--- config.mk ---
export PLATFORM = sky130hd
export DESIGN_NAME = trito_meros
export DESIGN_NICKNAME = d
export VERILOG_FILES = /design/src/rtl/trito_meros.sv
export SDC_FILE = /design/constraint.sdc
export NUM_CORES = 1
export LEC_CHECK = 0
export BUFFER_PORTS_ARGS = -buffer_cell sky130_fd_sc_hd__buf_2
export CAP_MARGIN = 5
export CORE_ASPECT_RATIO = 0.9
export CORE_MARGIN = 4
export CORE_UTILIZATION = 35
export CTS_CLUSTER_DIAMETER = 200
export DETAILED_ROUTE_END_ITERATION = 12
export GPL_TIMING_DRIVEN = 1
export PLACE_DENSITY = 0.56
export SYNTH_ARGS = -nofsm -noshare
export SYNTH_HDL_FRONTEND = slang
export SYNTH_SLANG_ARGS = --single-unit
--- constraint.sdc ---
create_clock -name clk -period 3.5 [get_ports clk]
set_clock_uncertainty 0.2 [all_clocks]
set_input_delay 0.35 -clock clk [delete_from_list [all_inputs] [get_ports clk]]
set_output_delay 0.35 -clock clk [all_outputs]
set_load 0.1 [all_outputs]
--- src/rtl/trito_meros.sv ---
// trito_meros: push-button driven scroller showing a 4-character window of
// the hex string "0123456789ABCDEF" on a multiplexed 4-digit 7-segment
// display. The button is synchronized, debounced and edge-detected. Each
// accepted press advances the window by one character.
module trito_meros #(
    parameter int DEB_CYCLES = 16
) (
    input  logic enable,
    input  logic reset,
    input  logic clk,
    output logic an3,
    output logic an2,
    output logic an1,
    output logic an0,
    output logic a,
    output logic b,
    output logic c,
    output logic d,
    output logic e,
    output logic f,
    output logic g,
    output logic dp
);

    localparam int CNT_W = $clog2(DEB_CYCLES + 1);
    localparam logic [CNT_W-1:0] CNT_MAX = CNT_W'(DEB_CYCLES);

    logic             sync1_q, sync1_d;
    logic             sync2_q, sync2_d;
    logic [CNT_W-1:0] cnt_q, cnt_d;
    logic             deb_q, deb_d;
    logic             press_q, press_d;
    logic [3:0]       p_q, p_d;
    logic [3:0]       r_q, r_d;
    logic [3:0]       an_q, an_d;
    logic [6:0]       seg_q, seg_d;

    // Active-low segment pattern {a,b,c,d,e,f,g} for one hex character.
    function automatic logic [6:0] seg_decode(input logic [3:0] v);
        logic [6:0] s;
        case (v)
            4'h0: s = 7'b0000001;
            4'h1: s = 7'b1001111;
            4'h2: s = 7'b0010010;
            4'h3: s = 7'b0000110;
            4'h4: s = 7'b1001100;
            4'h5: s = 7'b0100100;
            4'h6: s = 7'b0100000;
            4'h7: s = 7'b0001111;
            4'h8: s = 7'b0000000;
            4'h9: s = 7'b0000100;
            4'hA: s = 7'b0001000;
            4'hB: s = 7'b1100000;
            4'hC: s = 7'b0110001;
            4'hD: s = 7'b1000010;
            4'hE: s = 7'b0110000;
            default: s = 7'b0111000;
        endcase
        return s;
    endfunction

    // Button conditioning: synchronizer, run-length debounce and press edge.
    always_comb begin
        sync1_d = enable;
        sync2_d = sync1_q;

        // Count consecutive high samples; saturate so a long hold cannot wrap.
        if (!sync2_q) begin
            cnt_d = '0;
        end else if (cnt_q != CNT_MAX) begin
            cnt_d = cnt_q + 1'b1;
        end else begin
            cnt_d = cnt_q;
        end

        // Level rises once the run is long enough, drops on the first low sample.
        deb_d   = sync2_q & (deb_q | (cnt_d == CNT_MAX));
        press_d = deb_d & ~deb_q;
        p_d     = p_q + {3'b000, press_q};
    end

    // Display refresh: next anode pattern and segment load for the next R.
    always_comb begin
        r_d  = r_q + 4'd1;
        an_d = 4'b1111;
        if (r_d[1:0] != 2'b00) begin
            case (r_d[3:2])
                2'b00:   an_d = 4'b0111;
                2'b01:   an_d = 4'b1011;
                2'b10:   an_d = 4'b1101;
                default: an_d = 4'b1110;
            endcase
        end
        // Segments only change entering or leaving a blanking slot, never
        // while a digit is lit; the reload leaving blanking also covers the
        // first digit after reset.
        seg_d = seg_q;
        if ((r_d[1:0] == 2'b00) || (r_q[1:0] == 2'b00)) begin
            seg_d = seg_decode(p_d + {2'b00, r_d[3:2]});
        end
    end

    // State registers; reset blanks the display and drops any press in flight.
    always_ff @(posedge clk or negedge reset) begin
        if (!reset) begin
            sync1_q <= 1'b0;
            sync2_q <= 1'b0;
            cnt_q   <= '0;
            deb_q   <= 1'b0;
            press_q <= 1'b0;
            p_q     <= 4'h0;
            r_q     <= 4'h0;
            an_q    <= 4'b1111;
            seg_q   <= 7'b1111111;
        end else begin
            sync1_q <= sync1_d;
            sync2_q <= sync2_d;
            cnt_q   <= cnt_d;
            deb_q   <= deb_d;
            press_q <= press_d;
            p_q     <= p_d;
            r_q     <= r_d;
            an_q    <= an_d;
            seg_q   <= seg_d;
        end
    end

    assign {an3, an2, an1, an0}   = an_q;
    assign {a, b, c, d, e, f, g}  = seg_q;
    assign dp                     = 1'b1;

endmodule

=== After elaboration in Yosys (flattened, before gate mapping) ===
Memory sizes are Yosys's and may differ from the RTL's. A register that Yosys moved wholly into a read port is not among the register bits.
Cells that the tools add are included.

* $add $sub $neg: 4
* Equal/unequal tests: 4
* Multiplexer cells: 4
* Bitwise gates (word level): 4
* Reduce and logical (&&, ||, !) cells: 6

{| class="wikitable"
|+ Operators with widths
! kind !! number
|-
| $pmux W4 S3 || 1
|-
| $mux W5 || 2
|-
| $logic_not A2 Y1 || 3
|-
| $add A5 B1 Y5 const B || 1
|-
| $eq A5 B5 Y1 const B || 1
|-
| $ne A5 B5 Y1 const B || 1
|-
| $add A4 B1 Y4 || 1
|-
| $add A4 B1 Y4 const B || 1
|-
| $add A4 B2 Y4 || 1
|-
| $mux W4 || 1
|-
| $and A1 B1 Y1 || 2
|-
| $eq A2 B1 Y1 const B || 1
|-
| $eq A2 B2 Y1 const B || 1
|-
| $reduce_bool A2 Y1 || 1
|-
| $logic_not A1 Y1 || 1
|-
| $logic_or A1 B1 Y1 || 1
|-
| $not A1 Y1 || 1
|-
| $or A1 B1 Y1 || 1
|}

* Register bits: 21
* Memory bits (read-only): 112
* Input port bits: 3
* Output and inout bits: 12
* Word-level logic and storage cells: 31
* Memories: 1

{| class="wikitable"
|+ Memory list
! memory !! words !! bits a word !! read ports !! clocked after memory_dff !! write ports !! RTL line !! text
|-
| (no name shown) || 16 || 7 || 1 || 1 || 0 || 41 || <nowiki>case (v)</nowiki>
|}

=== Longest topological paths before layout ===
Gate-level depths: netlist of run 1.

* Depth in word-level cells: 7
* Depth in mapped cells: 9
* Depth with buffers taken out: 9

=== Least setup slack after synthesis of run 1 ===
OpenSTA, ideal clock, no wires.

* Kind: reg2reg
* Start point: reg r_q[0]
* End point: reg seg_q[3]
* Setup time: 0.082 ns
* Arrival: 2.551 ns
* Required time: 3.218 ns
* Setup slack: 0.667 ns
* Stages on the path, launching flop included: 9
* Path buffers: 0
* Period minus slack after synthesis: 2.833 ns
* Cells stage by stage: dfrtp_1 -> ha_1 -> xor2_1 -> ha_1 -> fa_1 -> inv_1 -> ha_1 -> mux4_2 -> mux2_2

* Elaborated cells on any way between the ends: 5
* Classes of those cells: add/sub (2); reduce/logical (3)

{| class="wikitable"
|+ RTL lines
! what !! RTL line !! text
|-
| start, declared || 34 || <nowiki>logic [3:0] r_q, r_d;</nowiki>
|-
| start signal, assigned || 122 || <nowiki>r_q <= r_d;</nowiki>
|-
| $add A4 B1 Y4 || 84 || <nowiki>r_d = r_q + 4'd1;</nowiki>
|-
| named net r_d[2] || 34 ||
|-
| $add A4 B2 Y4 || 99 || <nowiki>seg_d = seg_decode(p_d + {2'b00, r_d[3:2]});</nowiki>
|-
| end, declared || 36 || <nowiki>logic [6:0] seg_q, seg_d;</nowiki>
|}

The timed path passes the listed nets, and every way through them passes these cells.

=== Final worst setup path of run 1 ===
Same ends and word-level chain as after synthesis.

==> results of run 1 <==
## sequential cells by signal, summed over array words and instances, names as in the netlist
register  count
press_q       1
p_q           4
sync2_q       1
cnt_q         5
r_q           4
seg_q         7
deb_q         1
sync1_q       1
an_q          4
## metal layers
metal	up-vias	global-route usage (%)
met2	17	14.6
li1	460	-
met3	2	3.04
met5	-	0
met1	441	14.7
met4	0	4.59
## area by class of cell
class	instances	share of cell area [%]
sequential	28	43.7
multi-input combinational	85	41.5
timing repair buffer	17	6.12
tap	46	3.52
clock buffer	4	3.37
inverter	8	1.84
## worst paths after layout
kind / end / slack (ns)
worst max-delay path: seg_q[3] / 0.49
worst min-delay path: sync2_q / 0.17
worst max register to register: seg_q[3] / 0.49
worst min register to register: sync2_q / 0.17
max in group asynchronous: press_q / 2.28
min in group asynchronous: r_q[0] / 0.41
## power by group
| group | internal, uW | total [uW] | switching (uW) | leakage, uW |
|---|---|---|---|---|
| Clock | 101 | 196 | 95.2 | 0.0000288 |
| Combinational | 8.64 | 24.6 | 15.9 | 0.000393 |
| Sequential | 328 | 333 | 5.18 | 0.000341 |
| Total | 437 | 553 | 116 | 0.000762 |
## cells in the final DEF (no fill, tap or decap), drive strengths merged, types with 2 or more instances in the layout
cell type	count
inv	8
nor3	3
nor2	10
a2111oi	2
a221o	3
clkbuf	4
nand2	9
buf	15
mux2i	2
xor2	2
dlygate4sd3	2
nand3	4
o21ai	3
xnor2	8
dfrtp	17
ha	14
dfstp	11
and2	5
a21oi	2
## timing repair
action                                  CTS  global route
endpoints found under the setup margin    0             0
hold endpoints to repair                 18             0
hold buffers                              2             0
## critical path, delay by kind of cell (launching register included)
family                   cells  cell delay (ns)
XOR/XNOR                     1             0.18
adder cells (fa/ha/maj)      4             1.32
buffers and inverters        1             0.12
flip-flops                   1             0.41
multiplexers                 2             0.73
## through the flow
stage	instance area (um2)	setup slack [ns]	instances	total power (uW)	util, %
after floorplan	1450	0.667	126	353	-
after CTS	1640	0.483	188	565	42.3
after detailed placement	1560	0.514	182	362	40.4
final	1640	0.489	188	553	42.3
after global placement	1560	0.569	182	362	40.4
after global routing	1640	0.367	188	579	42.3
## cells by family after synthesis
| kind of cell | after synthesis |
|---|---|
| AOI/OAI and AO/OA | 16 |
| xor gates and xnor gates | 11 |
| adders and majority gates | 15 |
| buffers and inverters | 13 |
| DFF | 28 |
| muxes | 4 |
| other | 1 |
| and+or+nand+nor | 38 |
==> run_results.csv, run 1 <==
group,metric,value,unit
synth,synth_area,0.00145,mm2
route,drt-pass1-iter-count,4,
power_and_ir_drop,cellLeakagePower,0.000762,uW
route,met3_length,83,um
timing,worstMarginPinSlew,0.611,ns
final_layout,n_antenna_cell,0,
synth,syn_avg_cell_area,11.5,um2
setup_path,cp_max_fo,5,
floorplan,fp.dieH,69.0,um
floorplan,initial_core_util,37.4,%
route,wirelength,2400,um
synth,ys.flop_type,"dfrtp_1",
power_and_ir_drop,power.density,338,mW/mm2
final_layout,synthToLayoutAreaGrowth,13.1,%
route,wl_met2,1040,um
flow_run,drv_cap,0,
setup_path,cp.arrival,3.02,ns
final_layout,layout-drive-gt1-share,23.2,%
global_route,grt_use_total,10.4,%
cts,htreeDepth,1,
route,vias,920,
synth,synthCells,126,
placed_design,place_congestion,0.802,
cts,cts.sinks,28,
floorplan,io-pin-count,15,
synth,synth_compound_area_share,8.48,%
final_layout,finalNetCount,161,
setup_path,crit_path_end_kind,"flop",
timing,fin_crit,3.01,ns
synth,synthAdderAreaFrac,13.5,%
floorplan,die_area,0.00523,mm2
setup_path,cp.required,3.51,ns
synth,synth.top_cells.by_count,"17 x dfrtp_1, 14 x ha_1, 11 x dfstp_2, 10 x nor2_1, 9 x nand2_1",
setup_path,cpMaxStageDelayCell,"fa_1",
timing,hold_violations,0,
power_and_ir_drop,ir_drop,140,uV
global_route,antenna_found_initial,0,
route,drtAntennaViolNets,0,
timing,setup_viol,0,
setup_path,crit_start,"r_q[0]",
timing,whs,0.173,ns
setup_path,crit_path_cell_trace,"ha_1 > xor2_1 > ha_1 > fa_1 > inv_1 > ha_1 > mux4_2 > mux2_2",
synth,synth.mux.area_fraction,3.72,%
timing,fmax,332,MHz
floorplan,row_count,21,
cts,clockBufferDepth,2,
route,met1_length,1250,um
synth,synth_area_leader_cell,"dfrtp_1",
timing,drv_slew,0,
global_route,grt_pass1_vias,863,
cts,tritoncts,"built",
placed_design,dpl.hpwl,1710,um
final_layout,register_area,714,um2
synth,ys_seq_area_share,49.4,%
synth,async_flop_share,100,%
global_route,grt_overflow,0,
cts,cts_resized,0,
timing,slew_headroom,59.3,%
route,drc_errors,0,
timing,rsz0062_at_grt,"false",
synth,yosysWarnings,0,
floorplan,core_area,0.00386,mm2
synth,synth_top_family_by_area,"adder cells",
global_route,grt_pass1_wl,4080,um
route,wire_per_inst,12.8,um
synth,yosys_register_bits,28,
setup_path,rr_worst_depth,8,
synth,ys_top_cells_by_area,"dfrtp_1 29%, dfstp_2 20%, ha_1 12%",
setup_path,path_common_cell,"ha_1",
min_path,min_path_type,"flop to flop",
cts,path_clk_slew,0.09,ns
synth,synth-edff-count,0,
min_path,min-delay-start,"sync1_q",
route,drt_iter0_drc,67,
setup_path,cp_slowest_stage_delay,0.59,ns
timing,period_share,86.0,%
cts,postCtsSetupRepairBufs,0,
cts,cts_buffers,3,
setup_path,r2r_start,"r_q[0]",
final_layout,fillCellCount,355,
status,outcome,"complete, no violations",
cts,clkLatencyLatePin,0.27,ns
timing,fin_setup_tns,0,ns
setup_path,critical_path_class,"flop to flop",
setup_path,critPathLaunchType,"flop",
synth,synth.most_common_cell,"dfrtp_1",
synth,synth_top_area_share,29.4,%
global_route,grt_max_degree,29,
min_path,min_delay_path_depth,0,
synth,syn_nets,144,
cts,clock_tree.root_cell,"clkbuf_8",
floorplan,die_w,75.8,um
synth,synthDistinctLibCells,37,
final_layout,multi_input_area,678,um2
route,routed_via_density,4.89,
route,highest_layer,"met4",
synth,synth-xor-area-share,7.61,%
placed_design,numPortBuffers,13,
synth,yosys.area_share.simple,13.3,%
(Power assumes the default switching activity.)
==> run 2: changes to the inputs <==
==> config.mk (replaced) <==
export PLATFORM = sky130hd
export DESIGN_NAME = trito_meros
export DESIGN_NICKNAME = d
export VERILOG_FILES = /design/src/rtl/trito_meros.sv
export SDC_FILE = /design/constraint.sdc
export NUM_CORES = 1
export LEC_CHECK = 0
export CAP_MARGIN = 5
export CORE_ASPECT_RATIO = 0.9
export CORE_MARGIN = 4
export CORE_UTILIZATION = 35
export CTS_CLUSTER_DIAMETER = 200
export DETAILED_ROUTE_END_ITERATION = 12
export DONT_BUFFER_PORTS = 1
export GPL_TIMING_DRIVEN = 1
export PLACE_DENSITY = 0.53
export SYNTH_ARGS = -nofsm -noshare
export SYNTH_HDL_FRONTEND = slang
export SYNTH_SLANG_ARGS = --single-unit
==> constraint.sdc (replaced) <==
create_clock -name clk -period 3.67 [get_ports clk]
set_clock_uncertainty 0.2 [all_clocks]
set_input_delay 0.367 -clock clk [delete_from_list [all_inputs] [get_ports clk]]
set_output_delay 0.367 -clock clk [all_outputs]
set_load 0.1 [all_outputs]
==> run 2 against run 1 <==
Net effect:
- register-to-register slack improved by 0.15 ns
- combinational power rose by 5%
- final area fell by 3.2%
- routed wire length rose by 1.9%
- non-clock buffer count fell by 13
- sequential cell count did not move
- global-route usage rose by 0.57 points
- critical endpoint unchanged
==> run_results.csv, run 2 (same netlist as run 1, synthesis figures left out) <==
group,metric,value,unit
status,outcome,"complete, no violations",
timing,whs,0.161,ns
timing,setup_viol,0,
cts,clock_tree.root_cell,"clkbuf_8",
final_layout,final_cell_mix,"17 x dfrtp_1, 14 x ha_1, 11 x dfstp_2",
global_route,grt_overflow,0,
floorplan,io-pin-count,15,
cts,postCtsSetupRepairBufs,0,
power_and_ir_drop,power.density,335,mW/mm2
power_and_ir_drop,total_power,531,uW
global_route,antenna_found_initial,0,
cts,cts_hold_buffers,3,
cts,cts_buffers,3,
timing,slew_headroom,62.7,%
route,drtAntennaViolNets,0,
route,vias,885,
setup_path,rr_worst_depth,8,
setup_path,critical_path_class,"flop to flop",
global_route,grt_pass1_wl,4360,um
cts,htreeDepth,1,
final_layout,final_cells,175,
floorplan,die_w,75.8,um
min_path,min_path_type,"flop to flop",
setup_path,r2r_start,"r_q[0]",
global_route,grt_use_total,11.0,%
final_layout,regMostFlops,"seg_q",
route,wire_per_inst,14.0,um
placed_design,numPortBuffers,0,
placed_design,place_congestion,0.818,
timing,fmax,330,MHz
timing,fin_setup_tns,0,ns
cts,clkLatencyLatePin,0.27,ns
min_path,min_delay_path_depth,0,
route,drt_iter0_drc,43,
route,wirelength,2450,um
final_layout,largest_register_ffs,7,
setup_path,cp.required,3.68,ns
min_path,min_to,"sync2_q",
placed_design,dpl.hpwl,1790,um
floorplan,row_count,21,
cts,cts_resized,0,
route,drc_errors,0,
cts,path_clk_slew,0.09,ns
timing,rsz0062_at_grt,"false",
power_and_ir_drop,cellLeakagePower,0.000710,uW
final_layout,mostFrequentLayoutCell,"dfrtp_1",
power_and_ir_drop,ir_drop,154,uV
min_path,min-delay-start,"sync1_q",
timing,fin_crit,3.03,ns
global_route,grt_max_degree,29,
final_layout,layout-drive-gt1-share,15.5,%
final_layout,synthToLayoutAreaGrowth,9.43,%
floorplan,core_area,0.00386,mm2
final_layout,finalNetCount,148,
timing,worstMarginPinSlew,0.559,ns
final_layout,reg.largest.list,"seg_q (7), cnt_q (5)",
setup_path,critPathLaunchType,"flop",
final_layout,fillCellCount,365,
setup_path,cp.arrival,3.04,ns
floorplan,fp.dieH,69.0,um
cts,cts.sinks,28,
cts,clockBufferDepth,2,
floorplan,initial_core_util,37.4,%
global_route,grt_pass1_vias,901,
route,routed_via_density,5.06,
setup_path,rrSetupSlack,0.64,ns
final_layout,register_area,714,um2
final_layout,n_antenna_cell,0,
timing,period_share,82.6,%
setup_path,cp_max_fo,5,
final_layout,multi_input_area,678,um2
timing,hold_violations,0,
cts,tritoncts,"built",
route,drt-pass1-iter-count,4,
timing,drv_slew,0,
placed_design,dp.cells,168,
flow_run,drv_cap,0,
setup_path,r2r_end,"seg_q[3]",
floorplan,die_area,0.00523,mm2
setup_path,crit_path_end_kind,"flop",
run 2: worst max-delay path, cell delays in order, from the launching register on:
cell and delay (ns):
dfrtp_1 0.40, ha_1 0.26, xor2_1 0.17, ha_1 0.24, fa_1 0.59, inv_1 0.13, ha_1 0.25, mux4_2 0.46
mux2_2 0.27
run 2: layout make-up:
type | count | share of cell area, %
Sequential cell | 28 | 45.1
Multi-Input combinational cell | 85 | 42.8
Tap cell | 46 | 3.64
Clock buffer | 4 | 3.48
Timing Repair Buffer | 4 | 3.00
Inverter | 8 | 1.90
run 2: how the worst max path moves through the flow:
stage | end | slack (ns) | start | cells after the start
after floorplan | seg_q[3] | 0.84 | r_q[0] | 8
after CTS | seg_q[3] | 0.65 | r_q[0] | 8
after detailed placement | seg_q[3] | 0.67 | r_q[0] | 8
final | seg_q[3] | 0.64 | r_q[0] | 8
after global routing | seg_q[3] | 0.54 | r_q[0] | 8
after global placement | seg_q[3] | 0.76 | r_q[0] | 8
run 2: where the power goes:
part	total, uW	internal, uW	switching [uW]	leakage, uW
clock network	187	96.0	91.4	0.0000288
logic	25.8	9.94	15.9	0.000341
registers	317	313	4.78	0.000341
total	531	419	112	0.000710
run 2: through the flow:
stage	util, %	instance area [um2]	worst slack, ns
finish	41.0	1580	0.639
global placement	38.5	1490	0.763
global route	41.0	1580	0.543
floorplan	-	1450	0.837
CTS	41.0	1580	0.649
detailed placement	38.5	1490	0.669
run 2: per-layer routing:
metal  vias up  global-route usage, %  part of all wire (%)
li1        434                      -                     -
met1       426                   15.3                    51
met2        21                   16.2                    43
met3         4                   3.48                   5.2
met4         0                   3.28                  0.94
met5         -                      0                     0
